`config.mk`:
```
export PLATFORM = sky130hd
export DESIGN_NAME = draw_scheduler
export DESIGN_NICKNAME = d
export VERILOG_FILES = /design/src/rtl/draw_scheduler.sv
export SDC_FILE = /design/constraint.sdc
export NUM_CORES = 1
export LEC_CHECK = 0
export BUFFER_PORTS_ARGS = -buffer_cell sky130_fd_sc_hd__buf_4
export CORE_UTILIZATION = 44
export DETAILED_ROUTE_END_ITERATION = 10
export HOLD_SLACK_MARGIN = 0.15
export PLACE_DENSITY = 0.81
export SYNTH_ARGS = -nofsm -noshare
export SYNTH_HDL_FRONTEND = slang
export SYNTH_SLANG_ARGS = --single-unit
```
`constraint.sdc`:
```
create_clock -name clock -period 2.69 [get_ports clock]
set_input_delay 0.538 -clock clock [delete_from_list [all_inputs] [get_ports clock]]
set_output_delay 0.538 -clock clock [all_outputs]
set_load 0.05 [all_outputs]
```
`src/rtl/draw_scheduler.sv`:
```
// draw_scheduler: arbitrates three drawing engines (one clear engine, two
// sprite engines) onto a single VGA pixel port. One engine owns the port at a
// time; a watchdog bounds how long an owner may hold it.
//
// Engine handshake: draw_start[i] is a level held high for the whole grant.
// The engine raises eng_done[i] when it has finished and holds it until it
// sees draw_start[i] fall. The scheduler waits in RELEASE for that eng_done[i]
// to drop before it arbitrates again, so a stale done can never finish the
// next grant early.
module draw_scheduler #(
    parameter int SCREEN_W = 160,
    parameter int SCREEN_H = 120,
    parameter int TIMEOUT  = 32768
) (
    input  logic        clock,
    input  logic        reset,
    input  logic [2:0]  req,
    input  logic [2:0]  eng_done,
    input  logic [2:0]  eng_colour0,
    input  logic [2:0]  eng_colour1,
    input  logic [2:0]  eng_colour2,
    input  logic [10:0] eng_x0,
    input  logic [10:0] eng_x1,
    input  logic [10:0] eng_x2,
    input  logic [10:0] eng_y0,
    input  logic [10:0] eng_y1,
    input  logic [10:0] eng_y2,
    output logic [2:0]  draw_start,
    output logic [7:0]  vga_x,
    output logic [6:0]  vga_y,
    output logic [2:0]  vga_colour,
    output logic        plot,
    output logic        busy,
    output logic [2:0]  done_pulse,
    output logic        timeout,
    output logic [1:0]  dbg_state
);

    typedef enum logic [1:0] {
        S_IDLE    = 2'd0,
        S_DRAW    = 2'd1,
        S_RELEASE = 2'd2
    } state_t;

    // Watchdog is at least 16 bits, wider if TIMEOUT needs it.
    localparam int WD_W = ($clog2(TIMEOUT + 1) > 16) ? $clog2(TIMEOUT + 1) : 16;
    localparam logic [WD_W-1:0] WD_LAST = WD_W'(TIMEOUT - 1);

    state_t          state_q, state_d;
    logic [1:0]      grant_q, grant_d;
    logic            rr_q, rr_d;            // 0: engine 1 preferred, 1: engine 2 preferred
    logic [WD_W-1:0] wdog_q, wdog_d;
    logic [2:0]      draw_start_q, draw_start_d;

    logic [10:0]     sel_x;
    logic [10:0]     sel_y;
    logic [2:0]      sel_colour;
    logic            sel_done;
    logic            in_bounds;
    logic [1:0]      win;
    logic            done_hit;
    logic            wd_hit;

    function automatic logic [2:0] onehot(input logic [1:0] g);
        case (g)
            2'd0:    onehot = 3'b001;
            2'd1:    onehot = 3'b010;
            2'd2:    onehot = 3'b100;
            default: onehot = 3'b000;
        endcase
    endfunction

    // Select the granted engine's pixel and done signal.
    always_comb begin
        sel_x      = eng_x0;
        sel_y      = eng_y0;
        sel_colour = eng_colour0;
        sel_done   = eng_done[0];
        case (grant_q)
            2'd1: begin
                sel_x      = eng_x1;
                sel_y      = eng_y1;
                sel_colour = eng_colour1;
                sel_done   = eng_done[1];
            end
            2'd2: begin
                sel_x      = eng_x2;
                sel_y      = eng_y2;
                sel_colour = eng_colour2;
                sel_done   = eng_done[2];
            end
            default: ;
        endcase
    end

    // Bounds test on the full 11-bit coordinates so off-screen parking never aliases on-screen.
    always_comb begin
        in_bounds = (sel_x < 11'(SCREEN_W)) && (sel_y < 11'(SCREEN_H));
    end

    // Arbitration: clear engine wins outright; sprites alternate when both ask.
    always_comb begin
        win = 2'd0;
        if (req[0]) begin
            win = 2'd0;
        end else if (req[1] && req[2]) begin
            win = rr_q ? 2'd2 : 2'd1;
        end else if (req[1]) begin
            win = 2'd1;
        end else begin
            win = 2'd2;
        end
    end

    // Next-state logic for the grant FSM, watchdog and round-robin pointer.
    always_comb begin
        state_d      = state_q;
        grant_d      = grant_q;
        rr_d         = rr_q;
        wdog_d       = wdog_q;
        draw_start_d = draw_start_q;
        done_hit     = 1'b0;
        wd_hit       = 1'b0;
        case (state_q)
            S_IDLE: begin
                draw_start_d = 3'b000;
                if (req != 3'b000) begin
                    state_d      = S_DRAW;
                    grant_d      = win;
                    wdog_d       = '0;
                    draw_start_d = onehot(win);
                    // Only sprite grants move the pointer; clear grants leave it alone.
                    if (win != 2'd0) begin
                        rr_d = (win == 2'd1);
                    end
                end
            end
            S_DRAW: begin
                if (sel_done) begin
                    // Done takes priority over a watchdog expiry in the same cycle.
                    state_d      = S_RELEASE;
                    draw_start_d = 3'b000;
                    done_hit     = 1'b1;
                end else if (wdog_q == WD_LAST) begin
                    state_d      = S_RELEASE;
                    draw_start_d = 3'b000;
                    wd_hit       = 1'b1;
                end else begin
                    wdog_d = wdog_q + 1'b1;
                end
            end
            S_RELEASE: begin
                draw_start_d = 3'b000;
                if (!sel_done) begin
                    state_d = S_IDLE;
                end
            end
            default: begin
                state_d      = S_IDLE;
                draw_start_d = 3'b000;
            end
        endcase
    end

    // State registers with synchronous reset.
    always_ff @(posedge clock) begin
        if (reset) begin
            state_q      <= S_IDLE;
            grant_q      <= 2'd0;
            rr_q         <= 1'b0;
            wdog_q       <= '0;
            draw_start_q <= 3'b000;
        end else begin
            state_q      <= state_d;
            grant_q      <= grant_d;
            rr_q         <= rr_d;
            wdog_q       <= wdog_d;
            draw_start_q <= draw_start_d;
        end
    end

    // Output decode: pixel port mirrors the owner only while drawing.
    always_comb begin
        draw_start = draw_start_q;
        busy       = (state_q != S_IDLE);
        dbg_state  = state_q;
        vga_x      = 8'd0;
        vga_y      = 7'd0;
        vga_colour = 3'd0;
        plot       = 1'b0;
        if (state_q == S_DRAW) begin
            vga_x      = sel_x[7:0];
            vga_y      = sel_y[6:0];
            vga_colour = sel_colour;
            plot       = !sel_done && in_bounds;
        end
        // Strobes mark the DRAW->RELEASE transition cycle; a reset in that cycle suppresses them.
        done_pulse = (done_hit && !reset) ? onehot(grant_q) : 3'b000;
        timeout    = wd_hit && !reset;
    end

endmodule

```
# --- After elaboration in Yosys (flattened, before gate mapping) ---
# Index checks and enable logic that the tools add are counted.
totals:
  register_bits: 24
  inputBits: 83
classes:
  addsub: 1
  order_cmp: 2
  eq_ne: 12
  mux: 33
  reduce_logical: 18
op_table:
  columns: ["cell", "n"]
  rows:
  - ["$mux 16", 3]
  - ["$pmux 11 s2", 2]
  - ["$pmux 16 s2", 1]
  - ["$pmux 3 s3", 2]
  - ["$add 16x1->16 const B", 1]
  - ["$eq 16x15->1 const B", 1]
  - ["$mux 2", 8]
  - ["$mux 3", 5]
  - ["$pmux 3 s2", 2]
  - ["$lt 11x7->1 const B", 1]
  - ["$lt 11x8->1 const B", 1]
  - ["$mux 8", 1]
  - ["$ne 2x2->1 const B", 4]
  - ["$mux 7", 1]
  - ["$eq 2x1->1 const B", 3]
  - ["$eq 2x2->1 const B", 3]
  - ["$logic_not 2->1", 3]
  - ["$mux 1", 6]
  - ["$pmux 2 s3", 1]
  - ["$reduce_and 3->1", 2]
  - ["$reduce_bool 2->1", 3]
  - ["$logic_and 1x1->1", 5]
  - ["$reduce_and 4->1", 1]
  - ["$ne 3x3->1 const B", 1]
  - ["4 further kinds", 5]

# --- Longest topological paths before layout ---
# Gate-level depths: netlist of the first run.
depth:
  ltp_word: 7
  ltp_mapped: 8
  depth_no_buf: 7

# --- Least setup slack after synthesis of the first run ---
# No wires, ideal clock.
synth_timing:
  path_kind: "input to output"
  start: "input eng_y1[10]"
  end: "output plot"
  arrival_ps: 2911
  slack_ps: -759
  cell_stages: 4
  path_buffers: 0
  cell_sequence: "or4_1 -> o41ai_1 -> a31oi_1 -> nor4_1"
synth_between:
  elab_chain_cells: 5
synth_lines:
  columns: ["item", "line", "text"]
  rows:
  - ["start, declared", "26", "input logic [10:0] eng_y1,"]
  - ["$pmux 11 s2", "79", "case (grant_q)"]
  - ["$lt 11x7->1", "98", "in_bounds = (sel_x < 11'(SCREEN_W)) && (sel_y < 11'(SCREEN_H));"]
  - ["$logic_and 1x1->1", "98", null]
  - ["$logic_and 1x1->1", "195", "plot = !sel_done && in_bounds;"]
  - ["$mux 1", "191", "if (state_q == S_DRAW) begin"]
  - ["end, declared", "32", "output logic plot,"]
# Every way passes these cells.

# --- Worst setup path in the final report of the first run ---
layout_timing:
  start: "register grant_q[1]"
  end: "output timeout"
layout_between:
  elab_chain_cells: 5
  word_cells_on_any_way: 6
  classes_between: "eq/ne (2); mux (3); reduce/logical (1)"
layout_lines:
  columns: ["item", "line", "text"]
  rows:
  - ["start, declared", "50", "logic [1:0] grant_q, grant_d;"]
  - ["start signal, assigned", "175", "grant_q <= grant_d;"]
  - ["$eq 2x2->1 / $eq 2x1->1 (equally long branches)", "79", null]
  - ["$pmux 1 s2 *", "79", null]
  - ["$mux 1 *", "139", "if (sel_done) begin"]
  - ["$mux 1 *", "124", "case (state_q)"]
  - ["$logic_and 1x1->1 *", "199", "timeout = wd_hit && !reset;"]
  - ["end, declared", "35", "output logic timeout,"]
# Every way passes the cells marked *; elsewhere a longest branch is shown, timed or not.

==> run metrics, run 1 <==
outcome complete, no violations; DR WL/cell 15.7 µm; Cell Area, Synth about 1900 µm²; first-pass GRT wire length between 9000 and 10000 µm; Yosys reg bits 24; Initial Util 46.1%; WL final ~6300 µm; actual slew at the worst max-slew pin roughly 650 ps; DRT Pass-1 Iters 4; Slew Viols, Final 0; DR DRC count 0; net count after synthesis between 300 and 400; YS warnings 0; Multi-input gate area 1430 µm²; Worst Path Max Fanout 8; # diodes 0; die area 4480 µm²; CTS tree yes; crit path launch type register; total track usage around 29%; Setup Skew between 5 and 6 ps; clock-pin slew on the worst setup and hold paths about 90 ps; Arr. time, crit path slightly above 2000 ps; Die W approximately 67 µm; ys async rst share 0%; Tmin final 2580 ps; FMAX 0.387 GHz; DP HPWL approximately 5000 µm; Req. time, crit path roughly 2200 ps; DIE HEIGHT around 67 µm; Max-Slew Margin vs Limit between 50 and 60%; Slowest-stage cell, CP dfxtp_4; setup TNS 0 ps; worst path bufs/invs 3; Max Root-Sink Buffers 2; vias 2358; Post-synth EDFFs 0; Finished Layout Cells about 400; # IOs roughly 110; Final Total Pwr 1.43 mW; crit-path leading delay family buffers and inverters; kind of critical path register to primary output; GRT Residual Overflow 0; DP Cell Count just under 400; area grow syn2layout 61.0%; RSZ-0062 raised after global routing yes; post-synth cell types 45; # hold bufs at CTS 0; period utilization between 90% and 100%; NumNets Final 440; final setup vio count 0; Post-DRT Antenna Nets 0; # H-tree levels 1; fillcell total about 350; Root Driver clkbuf_8; Final Hold Viols 0; Clock Latency Late Sink about 280 ps; Cells after Synth around 240; Register Area ~500 µm²; sequential share of the synthesized area 25.9%; Initial DRC Count between 100 and 150; Synth Flop Type dfxtp_1; Cell Pwr Density approximately 480 nW/µm²; CTS sink count 24; # port buffers around 110; Syn Area/Cell 7.64 µm²; Max VDD drop about 0.31 mV; vias in the first global route between 2000 and 2500; layout cells sized above 1 between 40% and 50%; num rows 23; Critical Path Sink Type primary output; largest net degree at the start of global routing 28; Largest stage delay, worst path between 300 and 400 ps; Vias/cell approximately 5.9; total CTS buffers 3; initial antenna violation count 0; core area just over 4000 µm²; Cell Chain, Critical Path inv_1, ha_4, clkbuf_4, nor4b_4, a31oi_4, nor3b_2, buf_4; max cap viols 0; Leak Pwr about 1.2 nW; GP Congestion between 0.9 and 1; HP Class register to register; Min Hold Slack approximately 460 ps; Core Util, Final around three quarters
where the power goes:
| part | switching [mW] | internal (mW) |
|---|---|---|
| logic | 0.449 | 0.271 |
| clock network | 0.123 | 0.199 |
| registers | 0.0181 | 0.369 |
| total | 0.590 | 0.839 |
state kept, by name (all words and copies together), names as in the netlist:
name / count
wdog_q: 16
draw_start: 3
dbg_state: 2
grant_q: 2
rr_q: 1
layout by cell type (no fill, tap or decap), drive strengths merged:
cell / n
a211oi: 14
a21boi: 1
a21oi: 18
a22oi: 20
a311oi: 8
a31oi: 8
a32o: 1
a32oi: 1
a41oi: 2
and3: 9
and4: 3
buf: 122
bufinv: 1
clkbuf: 4
dfxtp: 24
ha: 4
inv: 4
nand2: 26
nand2b: 1
nand3: 8
nand3b: 2
nand4: 2
nor2: 33
nor2b: 3
nor3: 2
nor3b: 1
nor4: 4
nor4b: 1
o211a: 1
o211ai: 1
o21ai: 16
o31ai: 1
o41ai: 3
or3: 1
or4: 2
what timing repair did:
item / CTS / global route
buffers inserted: 0 / 2
endpoints found under the setup margin: 9 / 10
resized for setup: 3 / 20
pin swaps: 0 / 2
synthesized netlist by cell type (all sizes together), types with 3 or more instances:
| cell type | n | share of area, % |
|---|---|---|
| and3 | 9 | 3.4 |
| a22oi | 20 | 8.1 |
| and4 | 3 | 1.7 |
| dfxtp | 24 | 26 |
| nand3 | 8 | 2.8 |
| o21ai | 16 | 4.3 |
| nor2b | 3 | 1.0 |
| clkbuf | 11 | 2.4 |
| inv | 4 | 0.81 |
| a311oi | 8 | 3.8 |
| buf | 6 | 2.2 |
| o41ai | 3 | 1.4 |
| nor2 | 33 | 6.7 |
| a21oi | 18 | 5.5 |
| ha | 4 | 2.7 |
| a211oi | 14 | 5.7 |
| a31oi | 8 | 3.5 |
| nand2 | 26 | 5.3 |
| nor4 | 4 | 2.2 |
worst register-to-register path, cell delays in order (launching register included):
cell and delay [ps]:
dfxtp_4 370, inv_1 150, ha_4 250, clkbuf_4 200, nor4b_4 310, a31oi_4 70, buf_4 190, a21oi_4 330
a41oi_1 180, a311oi_1 250
metal layers:
metal / GRT usage [%] / up-vias / share of wire (%)
li1: - / 1157 / -
met1: 34.5 / 1093 / 41
met2: 50.5 / 91 / 49
met3: 6.34 / 17 / 6.8
met4: 7.71 / 0 / 2.6
met5: 0 / - / 0
path summary, 6_finish.rpt:
kind | from | end | slack (ps) | cells past startpoint
worst max-delay path | grant_q[1]$_SDFFE_PP0P_ | timeout | 110 | 7
worst min register to register | draw_start[1]$_SDFFE_PP0P_ | draw_start[1]$_SDFFE_PP0P_ | 460 | 2
worst min-delay path | draw_start[1]$_SDFFE_PP0P_ | draw_start[1]$_SDFFE_PP0P_ | 460 | 2
worst max register to register | grant_q[1]$_SDFFE_PP0P_ | wdog_q[15]$_SDFFE_PP0P_ | 310 | 9
cell type report:
class / instances / share of cell area, %
clock buffer: 3 / 1.38
clock inverter: 1 / 1.01
inverter: 4 / 0.503
multi-input combinational: 197 / 47.7
sequential: 24 / 16.4
tap: 50 / 2.09
timing repair buffer: 123 / 30.9
logic make-up (layout without fill, tap and decap cells):
logic type,count (synthesis),count (layout),share of synthesized area (%)
compound gates,95,95,37.3
fa+ha+maj,4,4,2.70
buf+inv,22,131,5.93
flops,24,24,25.9
simple gates,98,98,28.2
stage by stage:
step           worst slack, ps  instance area [µm²]
2_1_floorplan             -201                 1940
3_3_place_gp               125                 2820
3_5_place_dp               111                 2820
4_1_cts                   13.7                 2900
5_1_grt                  -3.13                 2990
6_report                   109                 2990
No activity file was read; power rests on OpenSTA's default activity.
==> run 2: changes to the inputs <==
clock period = 2.6 ns   (was 2.69 ns; I/O delays follow)
==> run metrics, run 2 (same netlist as run 1, synthesis figures left out) <==
outcome complete, no violations; vias in the first global route 2391; num rows 23; Int Power roughly 0.83 mW; most frequent cells in the layout buf_4, nand2_1, nor2_1; end of the critical path timeout; core area 4030 µm²; instance count on the critical path 8; Top reg by flops wdog_q; Arr. time, crit path between 2000 and 2500 ps; Req. time, crit path about 2100 ps; Post-DRT Antenna Nets 0; crit-path leading delay family buffers and inverters; Tmin final about 2600 ps; crit path launch type register; Final Hold Viols 0; DP HPWL 4920 µm; Vias/cell 5.85; Reg power frac approximately 28%; first-pass GRT wire length about 11000 µm; total track usage 32.1%; GRT Residual Overflow 0; commonest non-fill, non-tap cell in the layout buf_4; initial antenna violation count 0; Min Hold Slack 464 ps; CP startpoint grant_q[1]$_SDFFE_PP0P_; clock-pin slew on the worst setup and hold paths approximately 90 ps; DRT Pass-1 Iters 4; worst path bufs/invs 4; Finished Layout Cells 411; DP Cell Count 400; total CTS buffers 3; Leak Pwr about 1.2 nW; # port buffers 111; CTS sink count 24; max cap viols 0; Slew Viols, Final 0; Net Sw Power 0.641 mW; actual slew at the worst max-slew pin about 500 ps; period utilization between 90% and 100%; setup slack, reg-to-reg ~200 ps; r2r endpoint wdog_q[3]$_SDFFE_PP0P_; Initial DRC Count 155; HP Class register to register; Switching Fraction a little over two fifths; DR DRC count 0; WL final between 6000 and 7000 µm; DIE HEIGHT about 67 µm; Max VDD drop between 0.2 and 0.3 mV; final setup vio count 0; area grow syn2layout 67.6%; GP Congestion approximately 0.94; # IOs ~110; RSZ-0062 raised after global routing yes; Max Root-Sink Buffers 2; FMAX approximately 0.39 GHz; Reg2Reg Depth 11; kind of critical path register to primary output; NumNets Final ~450; vias 2403; Root Driver clkbuf_8; Initial Util ~46%; Setup Skew approximately 1.7 ps; Largest register FFs 16; Cell Pwr Density 472 nW/µm²; DR WL/cell 16.7 µm; largest net degree at the start of global routing 28; Cell Chain, Critical Path buf_4, ha_4, buf_4, a22oi_2, a31oi_4, buf_6, nor3b_4, buf_6; RR Startpoint grant_q[1]$_SDFFE_PP0P_; # H-tree levels 1; die area ~4500 µm²; Worst Path Max Fanout 8; Die W about 67 µm; layout cells sized above 1 52.4%; # diodes 0; CTS tree yes; Largest stage delay, worst path around 360 ps; clock power share between 15 and 20%; Slowest-stage cell, CP dfxtp_4; Max-Slew Margin vs Limit 67.1%; Clock Latency Late Sink roughly 280 ps; Gate power share between 50% and 60%; Critical Path Sink Type primary output
[run 2: changes by cell type in the layout (fill, tap and decap cells not counted), moves of 2 or more]
cell and change:
buf_4 +6, buf_6 +4, inv_1 -2, inv_2 +2
nor2_1 -7, nor2_2 +7, o21ai_2 +2
[run 2: worst min-delay path, stage by stage (launching register included)]
cell	delay (ps)
dfxtp_1	320
nand2_1	50
a21oi_1	50
[run 2: routing by layer]
layer | up-vias | global-route usage (%) | wire length (µm)
li1 | 1169 | - | -
met1 | 1106 | 36.9 | 2710
met2 | 104 | 55.4 | 3380
met3 | 24 | 7.53 | 495
met4 | 0 | 14.6 | 276
met5 | - | 0 | 0
[run 2: stage by stage]
step                      setup TNS [ps]  setup slack [ps]  power, mW  util [%]  cell area (µm²)
after CTS                              0              3.40       1.44      75.2             3030
after floorplan                    -1050              -255      0.887         -             1970
after detailed placement               0              16.2       1.14      71.4             2880
after global placement                 0              53.9       1.14      71.4             2880
after global routing               -72.1             -51.6       1.53      77.2             3110
final                                  0              45.7       1.47      77.2             3110
[run 2: power by group through the flow]
stage / clock network [mW] / logic [mW] / registers, mW
2_1_floorplan: 0 / 0.463 / 0.425
3_3_place_gp: 0 / 0.726 / 0.412
3_5_place_dp: 0 / 0.732 / 0.413
4_1_cts: 0.269 / 0.767 / 0.405
5_1_grt: 0.274 / 0.848 / 0.408
6_report: 0.263 / 0.799 / 0.407
[run 2: cell type report]
type / count / area (µm²)
clock buffers: 4 / 55.1
fillers: 303 / 920
inverters: 4 / 15.0
multi-input cells: 197 / 1480
flip-flops and latches: 24 / 487
well taps: 50 / 62.6
repair buffers: 132 / 1010
[run 2: worst min path at each step]
stage | startpoint | to | slack [ps] | depth (start not counted)
floorplan | rr_q$_SDFFE_PP0P_ | rr_q$_SDFFE_PP0P_ | 450 | 2
CTS | draw_start[2]$_SDFFE_PP0P_ | draw_start[2]$_SDFFE_PP0P_ | 460 | 2
finish | draw_start[2]$_SDFFE_PP0P_ | draw_start[2]$_SDFFE_PP0P_ | 460 | 2
global placement | draw_start[2]$_SDFFE_PP0P_ | draw_start[2]$_SDFFE_PP0P_ | 450 | 2
detailed placement | draw_start[2]$_SDFFE_PP0P_ | draw_start[2]$_SDFFE_PP0P_ | 450 | 2
global route | draw_start[1]$_SDFFE_PP0P_ | draw_start[1]$_SDFFE_PP0P_ | 480 | 2
[run 2: timing repair]
item,in CTS,in global routing
hold buffers,0,0
resized for setup,21,16
buffers inserted,5,2
hold endpoints to repair,0,0
pin swaps,5,4
setup endpoints to repair,16,5
==> run 3: changes to the inputs <==
ABC_AREA = 1   (was not set)
CORE_UTILIZATION = 45   (was 44)
==> run metrics, run 3 <==
final instance area just over 3000 µm²; # port buffers ~110; area share of the largest cell type after synthesis between 20% and 30%; Slew Viols, Final 0; num rows 24; DP HPWL ~5500 µm; vias in the first global route 2398; Root Driver clkbuf_8; ys async rst share 0%; Post-synth EDFFs 0; Post-DRT Antenna Nets 0; DIE HEIGHT ~70 µm; Max VDD drop 0.358 mV; CTS sink count 24; RSZ-0062 raised after global routing yes; Top reg by flops wdog_q; clock-pin slew on the worst setup and hold paths around 70 ps; layout cells sized above 1 around 33%; total CTS buffers 3; # H-tree levels 1; Finished Layout Cells roughly 520; commonest non-fill, non-tap cell in the layout buf_4; sequential share of the synthesized area a little under a quarter; Initial Util around 47%; period utilization around 98%; Cells after Synth between 300 and 400; Synth area leader dfxtp_1; Arr. time, crit path about 2000 ps; Syn Area/Cell around 5.6 µm²; initial antenna violation count 0; ranking of synthesized cells by area dfxtp_1, nand2_1, a21oi_1; most common library cells after synthesis nand2_1, nor2_1, a21oi_1; outcome complete, no violations; max cap viols 0; Placed Area roughly 3000 µm²; post-synth cell types 27; YS warnings 0; final setup vio count 0; GRT Residual Overflow 0; FMAX 0.394 GHz; total track usage ~28%; Tmin final between 2000 and 3000 ps; Max-Slew Margin vs Limit about 78%; Worst Path Max Fanout 4; largest net degree at the start of global routing 28; setup TNS 0 ps; Req. time, crit path 2080 ps; vias approximately 2700; DP Cell Count a little over 500; Max Root-Sink Buffers 2; Die W approximately 69 µm; Critical Path Sink Type primary output; Final Hold Viols 0; area grow syn2layout 51.9%; Clock Latency Late Sink 260 ps; Leak Pwr around 1.4 nW; die area roughly 4800 µm²; DR WL/cell roughly 13 µm; setup slack, reg-to-reg 530 ps; Setup Skew roughly 11 ps; DRT Pass-1 Iters 5; most frequent cells in the layout buf_4, nand2_1, nor2_1; net count after synthesis about 450; HP Class register to register; NumNets Final approximately 560; first-pass GRT wire length between 10000 and 15000 µm; Largest register FFs 16; # diodes 0; Cell Area, Synth about 2000 µm²; CTS tree yes; DR DRC count 0; # IOs between 100 and 150; Initial DRC Count approximately 160; Cell Pwr Density approximately 490 nW/µm²; Min Hold Slack about 460 ps; kind of critical path register to primary output; actual slew at the worst max-slew pin ~330 ps; Vias/cell roughly 5.2; # hold bufs at CTS 0; core area roughly 4400 µm²; Synth Flop Type dfxtp_1; Yosys reg bits 24; GP Congestion between 0.9 and 1; WL final 6920 µm; crit path launch type register; most common cell in the netlist nand2_1
[run 3: cell count changes after synthesis, sizes merged, moves of 8 or more]
cell,previous run,this run
a211oi,14,0
a21oi,18,42
a22oi,20,0
a311oi,8,0
a31oi,8,0
and3,9,1
inv,4,35
nand2,26,109
nand3,8,33
nor2,33,55
o21ai,16,24
[run 3: final timing paths]
kind,start,endpoint,depth (start not counted)
min reg2reg,rr_q$_SDFFE_PP0P_,rr_q$_SDFFE_PP0P_,2
min,rr_q$_SDFFE_PP0P_,rr_q$_SDFFE_PP0P_,2
max reg2reg,grant_q[0]$_SDFFE_PP0P_,wdog_q[8]$_SDFFE_PP0P_,10
max,grant_q[0]$_SDFFE_PP0P_,plot,9
[run 3: metal layers]
metal,vias to the layer above,share of wire [%],GRT usage (%)
li1,1382,-,-
met1,1233,43,37.2
met2,108,49,48.0
met3,10,6.3,3.78
met4,0,1.7,6.35
met5,-,0,0
[run 3: area by class of cell]
cell class	instances	area (µm²)
Multi-Input combinational cell	288	1440
Fill cell	395	1260
Timing Repair Buffer	119	922
Sequential cell	24	482
Inverter	35	135
Tap cell	52	65.1
Clock buffer	4	55.1
[run 3: through the flow]
step / setup slack (ps) / utilization (%) / power, mW
final: 63.5 / 71.1 / 1.51
after global routing: -67.0 / 71.1 / 1.59
after CTS: 14.5 / 70.4 / 1.50
after detailed placement: 273 / 68.5 / 1.24
after global placement: 340 / 68.5 / 1.23
after floorplan: -68.0 / - / 0.959
[run 3: kinds of logic (layout without fill, tap and decap cells)]
family                   count (synthesis)  in the layout  share of synthesized area, %
AND/OR/NAND/NOR                        213            213                          46.1
AO/OA/AOI/OAI                           70             70                          18.0
adder cells (fa/ha/maj)                  4              4                          2.45
flip-flops                              24             24                          23.6
XOR/XNOR                                 1              1                         0.430
buffers and inverters                   49            158                          9.45
[run 3: critical path: stages, from the launching register on]
cell	delay, ps
dfxtp_1	360
inv_1	100
ha_4	270
or2_2	300
nand2_1	100
nand2_1	120
a21oi_1	140
nand3_1	90
nor2_2	100
buf_6	170
[run 3: timing repair]
item	in CTS	in global routing
endpoints found under the setup margin	1	16
setup buffers	1	0
resized for setup	2	8
[run 3: power breakdown]
part | internal, mW | leakage (nW) | switching, mW
clock | 0.135 | 0.0288 | 0.112
sequential | 0.390 | 0.195 | 0.0256
combinational | 0.301 | 1.21 | 0.545
total | 0.826 | 1.44 | 0.683
